**src/rtl/dsi_lane_receiver_if.sv**
```systemverilog
// Aligned payload bus from the lane receiver toward the RX lane-merge FIFO.
interface dsi_lane_receiver_if;
  logic [7:0] rx_data;
  logic       rx_valid;
  logic       rx_sot;
  logic       rx_eot;
  logic       rx_active;

  modport master (
    output rx_data,
    output rx_valid,
    output rx_sot,
    output rx_eot,
    output rx_active
  );

  modport slave (
    input rx_data,
    input rx_valid,
    input rx_sot,
    input rx_eot,
    input rx_active
  );
endinterface

```
**src/rtl/dsi_lane_receiver.sv**
```systemverilog
// Single-lane D-PHY receiver: LP entry sequencing, HS sync-byte search at any
// bit offset, and aligned payload delivery with the HS trailer stripped.
module dsi_lane_receiver #(
  parameter int unsigned HS_SETTLE_CYCLES = 4,
  parameter int unsigned SYNC_TIMEOUT     = 32,
  parameter int unsigned TRAIL_BYTES      = 4
) (
  input  logic                       clk_sys,
  input  logic                       rst_n,
  input  logic                       lines_enable,
  input  logic                       LP_p_input,
  input  logic                       LP_n_input,
  input  logic [7:0]                 hs_input,
  output logic                       hs_term_enable,
  output logic                       stop_state,
  output logic                       err_sot,
  output logic                       err_control,
  dsi_lane_receiver_if.master        rx
);

  localparam int unsigned CNT_W     = 8;
  localparam logic [7:0]  SYNC_BYTE = 8'hB8;
  localparam logic [1:0]  LP_00     = 2'b00;
  localparam logic [1:0]  LP_01     = 2'b01;
  localparam logic [1:0]  LP_10     = 2'b10;
  localparam logic [1:0]  LP_11     = 2'b11;

  typedef enum logic [2:0] {
    ST_DISABLED,
    ST_WAIT_STOP,
    ST_STOP,
    ST_HS_RQST,
    ST_HS_SETTLE,
    ST_SYNC_SEARCH,
    ST_HS_DATA
  } state_e;

  state_e             state_q, state_d;
  logic [CNT_W-1:0]   cnt_q, cnt_d;
  logic [2:0]         offset_q, offset_d;
  logic [1:0]         lp_meta_q, lp_sync_q;
  logic [7:0]         hs_prev_q;
  logic [15:0]        window_c;
  logic               match_c;
  logic [2:0]         match_k_c;
  logic [7:0]         byte_c;
  logic               push_c, flush_c;
  logic               rx_eot_d, err_sot_d, err_control_d;
  logic               term_d, stop_d, active_d;
  logic               out_valid_c;
  logic               sent_q;

  logic [7:0]             dl_data_q [TRAIL_BYTES];
  logic [TRAIL_BYTES-1:0] dl_valid_q;

  logic       term_q, stop_q, err_sot_q, err_control_q;
  logic [7:0] rx_data_q;
  logic       rx_valid_q, rx_sot_q, rx_eot_q, rx_active_q;

  // Two-flop synchronizer for the asynchronous LP line levels.
  always_ff @(posedge clk_sys or negedge rst_n) begin
    if (!rst_n) begin
      lp_meta_q <= '0;
      lp_sync_q <= '0;
    end else begin
      lp_meta_q <= {LP_p_input, LP_n_input};
      lp_sync_q <= lp_meta_q;
    end
  end

  // Previous HS byte, forming the 16-bit search/alignment window.
  always_ff @(posedge clk_sys or negedge rst_n) begin
    if (!rst_n) hs_prev_q <= '0;
    else        hs_prev_q <= hs_input;
  end

  assign window_c = {hs_input, hs_prev_q};
  assign byte_c   = 8'(window_c >> offset_q);

  // Find the lowest bit offset at which the sync byte appears.
  always_comb begin
    match_c   = 1'b0;
    match_k_c = '0;
    for (int k = 7; k >= 0; k--) begin
      if (8'(window_c >> k) == SYNC_BYTE) begin
        match_c   = 1'b1;
        match_k_c = 3'(k);
      end
    end
  end

  // FSM state, counter and locked offset registers.
  always_ff @(posedge clk_sys or negedge rst_n) begin
    if (!rst_n) begin
      state_q  <= ST_DISABLED;
      cnt_q    <= '0;
      offset_q <= '0;
    end else begin
      state_q  <= state_d;
      cnt_q    <= cnt_d;
      offset_q <= offset_d;
    end
  end

  // Next-state logic; outputs are derived from the next state so they register cleanly.
  always_comb begin
    state_d       = state_q;
    cnt_d         = cnt_q;
    offset_d      = offset_q;
    push_c        = 1'b0;
    flush_c       = 1'b0;
    rx_eot_d      = 1'b0;
    err_sot_d     = 1'b0;
    err_control_d = 1'b0;

    unique case (state_q)
      ST_DISABLED: begin
        if (lines_enable) state_d = ST_WAIT_STOP;
      end
      ST_WAIT_STOP: begin
        if (lp_sync_q == LP_11) state_d = ST_STOP;
      end
      ST_STOP: begin
        if (lp_sync_q == LP_01) begin
          state_d = ST_HS_RQST;
        end else if (lp_sync_q != LP_11) begin
          err_control_d = 1'b1;
          state_d       = ST_WAIT_STOP;
        end
      end
      ST_HS_RQST: begin
        if (lp_sync_q == LP_00) begin
          state_d = ST_HS_SETTLE;
          cnt_d   = '0;
        end else if (lp_sync_q == LP_11) begin
          state_d = ST_STOP;
        end else if (lp_sync_q == LP_10) begin
          err_control_d = 1'b1;
          state_d       = ST_WAIT_STOP;
        end
      end
      ST_HS_SETTLE: begin
        if (lp_sync_q == LP_00) begin
          if (cnt_q == CNT_W'(HS_SETTLE_CYCLES - 1)) begin
            state_d = ST_SYNC_SEARCH;
            cnt_d   = '0;
          end else begin
            cnt_d = cnt_q + CNT_W'(1);
          end
        end else begin
          err_control_d = 1'b1;
          state_d       = (lp_sync_q == LP_11) ? ST_STOP : ST_WAIT_STOP;
        end
      end
      ST_SYNC_SEARCH: begin
        // LP-11 takes priority over a sync match in the same cycle.
        if (lp_sync_q == LP_11) begin
          err_sot_d = 1'b1;
          state_d   = ST_STOP;
        end else if (match_c) begin
          offset_d = match_k_c;
          state_d  = ST_HS_DATA;
        end else if (cnt_q == CNT_W'(SYNC_TIMEOUT - 1)) begin
          err_sot_d = 1'b1;
          state_d   = ST_WAIT_STOP;
        end else begin
          cnt_d = cnt_q + CNT_W'(1);
        end
      end
      ST_HS_DATA: begin
        if (lp_sync_q == LP_11) begin
          rx_eot_d = 1'b1;
          flush_c  = 1'b1;
          state_d  = ST_STOP;
        end else begin
          push_c = 1'b1;
        end
      end
      default: state_d = ST_DISABLED;
    endcase

    // Disable overrides everything and drops any burst silently.
    if (!lines_enable) begin
      state_d       = ST_DISABLED;
      push_c        = 1'b0;
      flush_c       = 1'b1;
      rx_eot_d      = 1'b0;
      err_sot_d     = 1'b0;
      err_control_d = 1'b0;
    end

    term_d   = (state_d == ST_HS_SETTLE) || (state_d == ST_SYNC_SEARCH) ||
               (state_d == ST_HS_DATA);
    stop_d   = (state_d == ST_STOP);
    active_d = (state_d == ST_HS_DATA);
  end

  // Trailer delay line: a byte leaves only when a newer byte pushes it out.
  always_ff @(posedge clk_sys or negedge rst_n) begin
    if (!rst_n) begin
      dl_valid_q <= '0;
      for (int i = 0; i < int'(TRAIL_BYTES); i++) dl_data_q[i] <= '0;
    end else if (flush_c) begin
      dl_valid_q <= '0;
    end else if (push_c) begin
      dl_data_q[0] <= byte_c;
      for (int i = 1; i < int'(TRAIL_BYTES); i++) dl_data_q[i] <= dl_data_q[i-1];
      dl_valid_q <= (dl_valid_q << 1) | TRAIL_BYTES'(1);
    end
  end

  assign out_valid_c = push_c && dl_valid_q[TRAIL_BYTES-1];

  // Registered outputs; sent_q marks that this burst already produced rx_sot.
  always_ff @(posedge clk_sys or negedge rst_n) begin
    if (!rst_n) begin
      term_q        <= 1'b0;
      stop_q        <= 1'b0;
      err_sot_q     <= 1'b0;
      err_control_q <= 1'b0;
      rx_data_q     <= '0;
      rx_valid_q    <= 1'b0;
      rx_sot_q      <= 1'b0;
      rx_eot_q      <= 1'b0;
      rx_active_q   <= 1'b0;
      sent_q        <= 1'b0;
    end else begin
      term_q        <= term_d;
      stop_q        <= stop_d;
      err_sot_q     <= err_sot_d;
      err_control_q <= err_control_d;
      rx_data_q     <= out_valid_c ? dl_data_q[TRAIL_BYTES-1] : 8'h00;
      rx_valid_q    <= out_valid_c;
      rx_sot_q      <= out_valid_c && !sent_q;
      rx_eot_q      <= rx_eot_d;
      rx_active_q   <= active_d;
      sent_q        <= active_d && (sent_q || out_valid_c);
    end
  end

  assign hs_term_enable = term_q;
  assign stop_state     = stop_q;
  assign err_sot        = err_sot_q;
  assign err_control    = err_control_q;
  assign rx.rx_data     = rx_data_q;
  assign rx.rx_valid    = rx_valid_q;
  assign rx.rx_sot      = rx_sot_q;
  assign rx.rx_eot      = rx_eot_q;
  assign rx.rx_active   = rx_active_q;

endmodule
```
**src/flat_wrapper.sv**
```systemverilog
// flat-port wrapper written by rule: the top's interface ports become plain ports
module dsi_lane_receiver_flat 
#(
  parameter int unsigned HS_SETTLE_CYCLES = 4,
  parameter int unsigned SYNC_TIMEOUT     = 32,
  parameter int unsigned TRAIL_BYTES      = 4
)
  (clk_sys, rst_n, lines_enable, LP_p_input, LP_n_input, hs_input, hs_term_enable, stop_state, err_sot, err_control, rx_rx_data, rx_rx_valid, rx_rx_sot, rx_rx_eot, rx_rx_active);
  dsi_lane_receiver_if rx_i ();
  input  logic clk_sys;
  input  logic rst_n;
  input  logic lines_enable;
  input  logic LP_p_input;
  input  logic LP_n_input;
  input  logic [7:0] hs_input;
  output logic hs_term_enable;
  output logic stop_state;
  output logic err_sot;
  output logic err_control;
  output wire logic [$bits(rx_i.rx_data)-1:0] rx_rx_data;
  output wire logic [$bits(rx_i.rx_valid)-1:0] rx_rx_valid;
  output wire logic [$bits(rx_i.rx_sot)-1:0] rx_rx_sot;
  output wire logic [$bits(rx_i.rx_eot)-1:0] rx_rx_eot;
  output wire logic [$bits(rx_i.rx_active)-1:0] rx_rx_active;
  assign rx_rx_data = rx_i.rx_data;
  assign rx_rx_valid = rx_i.rx_valid;
  assign rx_rx_sot = rx_i.rx_sot;
  assign rx_rx_eot = rx_i.rx_eot;
  assign rx_rx_active = rx_i.rx_active;
  dsi_lane_receiver #(.HS_SETTLE_CYCLES(HS_SETTLE_CYCLES), .SYNC_TIMEOUT(SYNC_TIMEOUT), .TRAIL_BYTES(TRAIL_BYTES)) u_core (.clk_sys(clk_sys), .rst_n(rst_n), .lines_enable(lines_enable), .LP_p_input(LP_p_input), .LP_n_input(LP_n_input), .hs_input(hs_input), .hs_term_enable(hs_term_enable), .stop_state(stop_state), .err_sot(err_sot), .err_control(err_control), .rx(rx_i));
endmodule
```
**config.mk**
```make
export PLATFORM = sky130hd
export DESIGN_NAME = dsi_lane_receiver_flat
export DESIGN_NICKNAME = d
export VERILOG_FILES = /design/src/rtl/dsi_lane_receiver_if.sv /design/src/rtl/dsi_lane_receiver.sv /design/src/flat_wrapper.sv
export SDC_FILE = /design/constraint.sdc
export NUM_CORES = 1
export LEC_CHECK = 0
export ABC_AREA = 1
export ABC_CLOCK_PERIOD_IN_PS = 2009
export CAP_MARGIN = 5
export CORE_MARGIN = 1
export CORE_UTILIZATION = 58
export DETAILED_ROUTE_END_ITERATION = 12
export PLACE_DENSITY = 0.79
export SYNTH_ARGS = -nofsm -noshare
export SYNTH_HDL_FRONTEND = slang
export SYNTH_SLANG_ARGS = --single-unit
```
**constraint.sdc**
```tcl
create_clock -name clk_sys -period 2.01 [get_ports clk_sys]
set_clock_uncertainty 0.05 [all_clocks]
set_input_delay 0.3015 -clock clk_sys [delete_from_list [all_inputs] [get_ports clk_sys]]
set_output_delay 0.3015 -clock clk_sys [all_outputs]
set_load 0.005 [all_outputs]
```
==> impl_metrics.tcl <==
set metrics [dict create \
    start_kind "register" \
    p_per_area_nw_per_um2 731.3 \
    fin_util_pct 72.44 \
    numCtsBuffers 9 \
    num_antenna_cells 0 \
    htreeDepth 3 \
    slowest_delay_ps 420 \
    synth-seq-cells 79 \
    grtUsageMet2_pct 37.44 \
    ys_types 36 \
    setup_viol 0 \
    cp_data_arrival_time_ps 2010 \
    grt_pass1_wl_um 11650 \
    grt_busiest_layer "met2" \
    synth_nets 468 \
    grt_max_degree 43 \
    die_h_um 82.06 \
    avgSynthCellArea_um2 8.188 \
    combPwrFrac_pct 6.4 \
    drv_slew 0 \
    ant_nets 0 \
    cts_buffer_depth 2 \
    path_buf_inv 0 \
    die_w_um 82.06 \
    grt_overflow 0 \
    cts_setup_buffers 0 \
    totalWireLength_um 6765 \
    slowest_stage "dfrtp_1" \
    placed_area_um2 4150 \
    cts_tree "built" \
    relSlewSlack_pct 55.47 \
    use_met3_pct 4.667 \
    grt_antenna_before_repair 0 \
    cts_root_buf "clkbuf_8" \
    die_area_um2 6733 \
    met1_usage_pct 29.92 \
    p_sw_share_pct 24.24 \
    nFillCells 481 \
    p_sw_mw 0.7783 \
    crit_required_ps 2200 \
    fin_crit_ps 1819 \
    synth_area_leaders "dfrtp_1, nand2_1, o21ai_0" \
    status "finished clean" \
    initial_core_util_pct 61.33 \
    cp-end-kind "register" \
    p_int_mw 2.433 \
    synth_cells 454 \
    async_flop_share_pct 100.0 \
    peakVddDrop_mv 0.6229 \
    critPathMostFrequentCell "nand2_1" \
    drc 0 \
    area_delta_synth_final_pct 18.11 \
    path_delay_family "simple AND/OR/NAND/NOR gates" \
    fp-row-count 28 \
    ios 29 \
    synth_top_area_share_pct 53.18 \
    clock.fmax_ghz 0.5497 \
    tightest_slew_ps 668.0 \
    final.period_utilization_pct 90.51 \
    holdCritPathClass "reg -> reg" \
    ys_warn_count 0 \
    crit_type "reg -> reg" \
    hold_viol_final 0 \
    place.gp.congestion 0.8863 \
    multi_input_area_um2 1451 \
    rsz0062_at_grt "false" \
    num_vias 2947 \
    p_leak_nw 2.182 \
    clk_pin_slew_ps 90 \
    drtPass1Iterations 4 \
    finish.instance_area_um2 4390 \
    drt_iter0_drc 110 \
    insertion_delay_ps 350 \
    synth_ff_type "dfrtp_1" \
    synth_edf_count 0 \
    via_per_inst 5.125 \
    dp_hpwl_um 4831 \
    wl_per_cell_um 11.77 \
    track_usage_pct 23.15 \
    pwr-share-clk_pct 41.5 \
    synth_top_area_cell "dfrtp_1" \
    cp_cell_sequence "ha_1, nand2_1, nor2_1, nand2_1, nor2_1, a211oi_2, nand2_4, nand2_1, o21ai_2" \
    syn_area_um2 3717 \
    synth_common_cells "nand2_1, dfrtp_1, o21ai_0, inv_1, nor2_1" \
    ys_seq_area_share_pct 53.18 \
    cp_max_fo 15 \
    cts_sinks 79 \
    seqPwrFrac_pct 52.1 \
    yosysMostFrequentCell "nand2_1" \
    grt_pass1_vias 2727 \
    num-nets-final 509 \
    ff_latch_area_um2 1977 \
    fp.coreArea_um2 6061 \
    io_buffer_count 28 \
    layout-drive-gt1-share_pct 12.80 \
    cap_violations 0 \
]
## cells in the final DEF, fill, tap and decap left out, types with 2 or more instances in the layout
cell / count
inv_1: 49
o21ai_0: 53
buf_4: 13
o21ai_1: 3
o22ai_1: 4
mux2i_1: 2
nor3_1: 2
nand3_1: 8
xor2_1: 4
clkbuf_8: 9
clkinvlp_4: 2
a21oi_1: 11
o21ai_2: 7
nand2_4: 2
inv_6: 3
nor2_1: 44
nor2_2: 4
o21bai_1: 2
nand2_2: 7
bufinv_16: 2
clkdlybuf4s50_1: 27
nor2_4: 2
inv_2: 9
clkinv_1: 2
nand2_1: 129
buf_12: 2
nand4_1: 2
o21a_1: 2
o211ai_1: 5
dfrtp_1: 79
## power groups by stage
stage | logic [mW] | registers, mW | clock network [mW]
global route | 0.238 | 1.68 | 1.41
finish | 0.206 | 1.67 | 1.33
detailed placement | 0.206 | 1.70 | 0
CTS | 0.209 | 1.67 | 1.35
global placement | 0.199 | 1.70 | 0
floorplan | 0.106 | 1.69 | 0
## metrics by stage
| step | TNS [ps] | cells | power, mW | hold WS, ps | setup WS (ps) |
|---|---|---|---|---|---|
| 2_1_floorplan | 0 | 454 | 1.800 | -44.09 | 351.7 |
| 3_3_place_gp | -336.1 | 558 | 1.901 | 166.1 | -53.42 |
| 3_5_place_dp | -1022 | 558 | 1.908 | 173.8 | -135.0 |
| 4_1_cts | 0 | 575 | 3.234 | 307.8 | 55.94 |
| 5_1_grt | 0 | 575 | 3.332 | 322.9 | 30.42 |
| 6_report | 0 | 575 | 3.211 | 306.5 | 190.8 |
## flip-flops by register name (all words and copies together), names as in the netlist, 2 cells and up
register / flops
u_core.hs_prev_q: 8
u_core.lp_meta_q: 2
u_core.rx.rx_data: 8
u_core.dl_valid_q: 4
u_core.cnt_q: 8
u_core.offset_q: 3
u_core.state_q: 3
u_core.dl_data_q: 32
u_core.lp_sync_q: 2
## cells by family after synthesis
kind of cell             Yosys count  synth area share (%)
AO/OA/AOI/OAI                     92                 14.47
multiplexers                       2                0.5386
flip-flops                        79                 53.18
adder cells (fa/ha/maj)            1                0.3365
AND/OR/NAND/NOR                  203                 22.62
buffers and inverters             73                 7.910
XOR/XNOR                           4                0.9423
## worst register-to-register path, stage by stage (launching register included)
cell and delay (ps):
dfrtp_1 420, ha_1 240, nand2_1 110, nor2_1 80, nand2_1 90, nor2_1 60
a211oi_2 270, nand2_4 200, nand2_1 130, o21ai_2 50
## repair_timing
action / in CTS / in global routing
endpoints found under the setup margin: 0 / 8
gates resized for setup: 0 / 1
hold buffers: 1 / 0
hold endpoints to repair: 22 / 0
## layer usage
layer | up-vias | wire length, µm | share of wire, %
met4 | 0 | 119 | 1.8
met5 | - | 0 | 0
met1 | 1374 | 3226 | 48
li1 | 1510 | - | -
met2 | 50 | 3232 | 48
met3 | 13 | 187 | 2.8
## area by class of cell
type                    instances  share of cell area [%]
clock inverters                 7                   2.308
inverters                      60                   5.130
flip-flops and latches         79                   45.03
clock buffers                   9                   2.821
multi-input cells             302                   33.06
well taps                      75                   2.137
repair buffers                 43                   9.518
## path summary, 6_finish.rpt
| check | start | end | slack, ps | depth (start not counted) |
|---|---|---|---|---|
| hold / removal | u_core.lp_meta_q[1] | u_core.lp_sync_q[1] | 310 | 0 |
| min in group asynchronous | rst_n | u_core.rx.rx_data[6] | 340 | 2 |
| max in group asynchronous | rst_n | u_core.rx.rx_data[5] | 980 | 3 |
| hold reg to reg | u_core.lp_meta_q[1] | u_core.lp_sync_q[1] | 310 | 0 |
| setup reg to reg | u_core.cnt_q[0] | u_core.cnt_q[3] | 190 | 9 |
| setup / recovery | u_core.cnt_q[0] | u_core.cnt_q[3] | 190 | 9 |
Note: power is estimated with default switching activity, not from simulation.
